<file path="src/rtl/display_pkg.sv">
// Shared definitions for the display value path.
// Contents:
//   state_t  - sequencing states of the binary-to-BCD converter
//   BCD_W    - bits per BCD digit
//   max_dec  - largest decimal value representable in a given digit count
package display_pkg;

    typedef enum logic [1:0] {
        ST_IDLE  = 2'd0,
        ST_SHIFT = 2'd1,
        ST_FIN   = 2'd2
    } state_t;

    localparam int BCD_W = 4;

    // 10^digits - 1, evaluated at elaboration time for the saturation limit.
    function automatic logic [63:0] max_dec(input int digits);
        logic [63:0] p;
        p = 64'd1;
        for (int i = 0; i < digits; i++) begin
            p = p * 64'd10;
        end
        return p - 64'd1;
    endfunction

endpackage

</file>
<file path="src/rtl/bcd_add3.sv">
// Single-digit correction step of the shift-and-add-3 algorithm.
// Ports:
//   d_i - BCD digit before the shift
//   d_o - digit plus 3 when d_i >= 5, otherwise d_i unchanged
module bcd_add3
    import display_pkg::*;
(
    input  logic [BCD_W-1:0] d_i,
    output logic [BCD_W-1:0] d_o
);

    assign d_o = (d_i >= 4'd5) ? (d_i + 4'd3) : d_i;

endmodule

</file>
<file path="src/rtl/bin_to_bcd_seq.sv">
// Sequential binary-to-BCD converter feeding the seven-segment display stage.
// One input bit is consumed per clock; inputs above 10^DIGITS-1 saturate to
// all nines with OVF set. BCD_OUT/OVF update only when a conversion finishes,
// so the display never sees a partially converted value.
// Ports:
//   CLK     - system clock, rising edge
//   RST_N   - asynchronous active-low reset
//   START   - conversion request, accepted in IDLE or FIN
//   BIN_IN  - unsigned value, sampled only on accept
//   BUSY    - high while bits are being shifted
//   DONE    - one-cycle pulse when BCD_OUT/OVF have just been updated
//   OVF     - last accepted BIN_IN exceeded the decimal range
//   BCD_OUT - packed BCD result, digit 0 in [3:0]
module bin_to_bcd_seq
    import display_pkg::*;
#(
    parameter int BIN_W  = 16,
    parameter int DIGITS = 4
) (
    input  logic                      CLK,
    input  logic                      RST_N,
    input  logic                      START,
    input  logic [BIN_W-1:0]          BIN_IN,
    output logic                      BUSY,
    output logic                      DONE,
    output logic                      OVF,
    output logic [BCD_W*DIGITS-1:0]   BCD_OUT
);

    localparam int          SCR_W   = BCD_W * DIGITS;
    localparam int          CNT_W   = $clog2(BIN_W + 1);
    localparam logic [63:0] MAX_DEC = max_dec(DIGITS);

    state_t             state_q;
    logic [BIN_W-1:0]   bin_q;
    logic [SCR_W-1:0]   scratch_q;
    logic [CNT_W-1:0]   cnt_q;
    logic               ovf_pend_q;
    logic [SCR_W-1:0]   bcd_q;
    logic               ovf_q;
    logic               busy_q;
    logic               done_q;

    logic [SCR_W-1:0]   scratch_adj;
    logic [SCR_W-1:0]   scratch_d;
    logic [BIN_W-1:0]   bin_d;
    logic               ovf_in;
    logic [BIN_W-1:0]   bin_clamped;

    // When MAX_DEC does not fit in BIN_W bits the compare can never be true,
    // so the truncated slice below is never selected.
    assign ovf_in      = 64'(BIN_IN) > MAX_DEC;
    assign bin_clamped = ovf_in ? MAX_DEC[BIN_W-1:0] : BIN_IN;

    for (genvar g = 0; g < DIGITS; g++) begin : g_add3
        bcd_add3 u_add3 (
            .d_i (scratch_q[g*BCD_W +: BCD_W]),
            .d_o (scratch_adj[g*BCD_W +: BCD_W])
        );
    end

    // Correct all digits first, then shift {scratch, bin} left by one.
    assign scratch_d = {scratch_adj[SCR_W-2:0], bin_q[BIN_W-1]};
    assign bin_d     = {bin_q[BIN_W-2:0], 1'b0};

    always_ff @(posedge CLK or negedge RST_N) begin
        if (!RST_N) begin
            state_q    <= ST_IDLE;
            bin_q      <= '0;
            scratch_q  <= '0;
            cnt_q      <= '0;
            ovf_pend_q <= 1'b0;
            bcd_q      <= '0;
            ovf_q      <= 1'b0;
            busy_q     <= 1'b0;
            done_q     <= 1'b0;
        end else begin
            case (state_q)
                ST_IDLE, ST_FIN: begin
                    done_q <= 1'b0;
                    if (START) begin
                        bin_q      <= bin_clamped;
                        ovf_pend_q <= ovf_in;
                        scratch_q  <= '0;
                        cnt_q      <= CNT_W'(BIN_W);
                        busy_q     <= 1'b1;
                        state_q    <= ST_SHIFT;
                    end else begin
                        busy_q  <= 1'b0;
                        state_q <= ST_IDLE;
                    end
                end
                ST_SHIFT: begin
                    bin_q     <= bin_d;
                    scratch_q <= scratch_d;
                    cnt_q     <= cnt_q - CNT_W'(1);
                    // Last bit: publish the shifted value directly.
                    if (cnt_q == CNT_W'(1)) begin
                        bcd_q   <= scratch_d;
                        ovf_q   <= ovf_pend_q;
                        busy_q  <= 1'b0;
                        done_q  <= 1'b1;
                        state_q <= ST_FIN;
                    end
                end
                default: begin
                    busy_q  <= 1'b0;
                    done_q  <= 1'b0;
                    state_q <= ST_IDLE;
                end
            endcase
        end
    end

    assign BUSY    = busy_q;
    assign DONE    = done_q;
    assign OVF     = ovf_q;
    assign BCD_OUT = bcd_q;

endmodule

</file>
<file path="config.mk">
export PLATFORM = sky130hd
export DESIGN_NAME = bin_to_bcd_seq
export DESIGN_NICKNAME = d
export VERILOG_FILES = /design/src/rtl/display_pkg.sv /design/src/rtl/bcd_add3.sv /design/src/rtl/bin_to_bcd_seq.sv
export SDC_FILE = /design/constraint.sdc
export NUM_CORES = 1
export LEC_CHECK = 0
export ABC_AREA = 1
export CORE_ASPECT_RATIO = 0.6
export CORE_UTILIZATION = 40
export DETAILED_ROUTE_END_ITERATION = 8
export DONT_BUFFER_PORTS = 1
export PLACE_DENSITY_LB_ADDON = 0.3
export SETUP_SLACK_MARGIN = 0.02
export SLEW_MARGIN = 25
export SYNTH_ARGS = -nofsm -noshare
export SYNTH_HDL_FRONTEND = slang
export SYNTH_SLANG_ARGS = --single-unit
export TNS_END_PERCENT = 30
</file>
<file path="constraint.sdc">
create_clock -name CLK -period 2.6 [get_ports CLK]
set_input_delay 0.26 -clock CLK [delete_from_list [all_inputs] [get_ports CLK]]
set_output_delay 0.26 -clock CLK [all_outputs]
set_load 0.02 [all_outputs]
</file>
==> impl_results.md <==
* N_diodes at 0
* Commonest non-fill, non-tap cells in the layout: 107 x nand2_1, 58 x dfrtp_1, 37 x inv_1
* Clk root buf: clkbuf_16
* Non-Filler Instances at approximately 450
* H-tree depth at 3
* CTS tree: done
* Post-layout util at 48.1%
* Final wirelength at 6240 um
* Clock latency on the worst-skew pair at 0.32 ns
* Post-Place Worst Slack at between 0.9 and 1 ns
* Final-report max-slew violation count at 0
* First-pass GRT wire length at roughly 11000 um
* Final setup TNS at 0 ns
* Die area at about 7800 um^2
* Hold Fails Final Rpt at 0
* Yosys top cell area share at between 40 and 50%
* Synth unique cells at 29
* Hold WC Path Type: primary input to register
* Syn_nets at 382
* Gr usage total at 18.9%
* # IOs at 38
* Buf/Inv on CP at 2
* Worst hold start: BIN_IN[0]
* Max frequency at approximately 620 MHz
* Placer congestion estimate at about 0.8
* Site row count at 23
* Final routed DRC violation total at 0
* Area of placed instances at 2980 um^2
* Final net count at 385
* Reg area at around 1500 um^2
* GR Overflow Total at 0
* Postcts setup bufs at 0
* Worst-margin pin slew at 0.450 ns
* Critical path startpoint: state_q[1]
* PwrDens at 1430 nW/um^2
* Hold bufs inserted after CTS at 2
* Synthesized instance count at 353
* Setup slack after layout at 0.992 ns
* Clk sinks at 58
* Most common cell after layout, fill and taps aside: nand2_1
* Synth Area per Inst at 8.39 um^2
* Die Y-Extent at around 69 um
* Largest net degree at the start of global routing at between 50 and 60
* Post-synth top area cell: dfrtp_1
* Yosys reg bits at 58
* Final Cell Area at around 3300 um^2
* RSZ-0062 raised after global routing: false
* Critical path arrival at 1.82 ns
* DR pass1 iterations at 6
* Setup Skew at 0.00331 ns
* VDD IR max at 0.000470 V
* Max incr delay on CP at about 0.46 ns
* Area Overhead vs Synth at 12.3%
* Antenna violations before repair at 0
* Setup violations, final at 0
* Clk slew on worst S/H paths at 0.05 ns
* Initial detailed-routing violation count at 121
* Drt wl/cell at around 14 um
* WP data required at roughly 2.8 ns
* Reg-to-Reg Start: state_q[1]
* Fraction of layout cells with a size suffix above 1 at 10.5%
* Core Box Area at 6910 um^2
* Dpl cells at 430
* PortBufs at 0
* Slowest library cell on the worst path: dfrtp_1
* CP top delay family: simple AND/OR/NAND/NOR gates
* Filler instances at 701
* Multi-input gate area at 1260 um^2
* Top post-synthesis cells by area: dfrtp_1 49%, nand2_1 14%, nand3_1 4.9%
* Via density per instance at 4.92
* Vias in the first global route at 2220
* Final min period at 1.61 ns
* Mapped cell area at 2960 um^2
* Initial Util at a little over two fifths
* Type of the worst setup path: register to register
* Max-cap violations at 0
* Crit path cell chain: inv_1 -> nand2_4 -> nand2_4 -> inv_4 -> nor2_1 -> nand2_1 -> nand2_1
* Final period utilization at 61.8%
* CTS buffer count at 9
* Outcome: complete, no violations
* Via Count at 2206
* Clock Path Buffers at 2
* Register area share after synthesis at 49.0%
* CP endpoint kind: register
* P_leak at 1.67 nW
* Post-cts resize count at 0
* CP max FO at 24
* Die width at about 110 um
* Synth Warn # at 0
* Max-slew headroom at ~70%
* CP Launch Type: register
* Hpwl dp at 4230 um
* Final ANT Viol Nets at 0
final timing paths:
| path | to | slack, ns | cells past startpoint |
|---|---|---|---|
| min in group asynchronous | cnt_q[1] | 0.46 | 2 |
| max | bin_q[10] | 0.99 | 7 |
| min | bin_q[0] | 0.08 | 2 |
| min reg2reg | bin_q[10] | 0.48 | 2 |
| max reg2reg | bin_q[10] | 0.99 | 7 |
| max in group asynchronous | BCD_OUT[9] | 1.88 | 2 |
worst reg2reg max path, cell delays in order, from the launching register on:
cell	delay (ns)
dfrtp_1	0.46
inv_1	0.11
nand2_4	0.25
nand2_4	0.26
inv_4	0.24
nor2_1	0.08
nand2_1	0.06
nand2_1	0.04
state kept, by name, indices dropped and copies added, names as in the netlist:
name	flops
state_q	2
ovf_pend_q	1
BUSY	1
bin_q	16
scratch_q	16
cnt_q	5
OVF	1
BCD_OUT	16
cell type report:
| cell class | count | area share, % |
|---|---|---|
| sequential | 58 | 43.7 |
| inverter | 41 | 4.78 |
| multi-input combinational | 244 | 37.9 |
| clock inverter | 4 | 1.51 |
| tap | 87 | 3.27 |
| clock buffer | 12 | 7.72 |
| timing repair buffer | 2 | 1.13 |
synthesized netlist by cell type, drive strengths merged:
| cell type | number |
|---|---|
| xnor2 | 1 |
| ha | 10 |
| mux2i | 1 |
| nand3b | 1 |
| a21oi | 6 |
| nand2 | 115 |
| o21bai | 6 |
| buf | 10 |
| or2 | 2 |
| xor2 | 4 |
| dfrtp | 58 |
| inv | 41 |
| o21a | 1 |
| o22ai | 9 |
| o21ai | 28 |
| nand3 | 30 |
| nor2 | 30 |
power by group:
part           switching [W]  internal (W)  total (W)
Sequential          0.000424       0.00135    0.00177
Combinational        0.00114      0.000636    0.00177
Clock               0.000406      0.000791    0.00120
routing by layer:
metal | GRT usage (%) | vias to the layer above | part of all wire (%)
met5 | 0 | - | 0
met2 | 26.5 | 53 | 39
met1 | 25.5 | 1015 | 52
met3 | 8.30 | 7 | 7.1
li1 | - | 1131 | -
met4 | 7.07 | 0 | 1.0
stage by stage:
stage / hold WS [ns] / power, W
floorplan: -0.0356 / 0.00322
global placement: -0.0340 / 0.00349
detailed placement: -0.0330 / 0.00354
CTS: 0.0628 / 0.00479
global route: 0.0700 / 0.00515
finish: 0.0775 / 0.00474
cell families after synthesis:
logic type	after synthesis	synth area share, %
flip-flops	58	49.0
AND/OR/NAND/NOR	178	26.4
multiplexers	1	0.338
adder cells (fa/ha/maj)	10	4.22
XOR/XNOR	5	1.48
AO/OA/AOI/OAI	50	10.2
buffers and inverters	51	8.41
No activity file was read; power rests on OpenSTA's default activity.
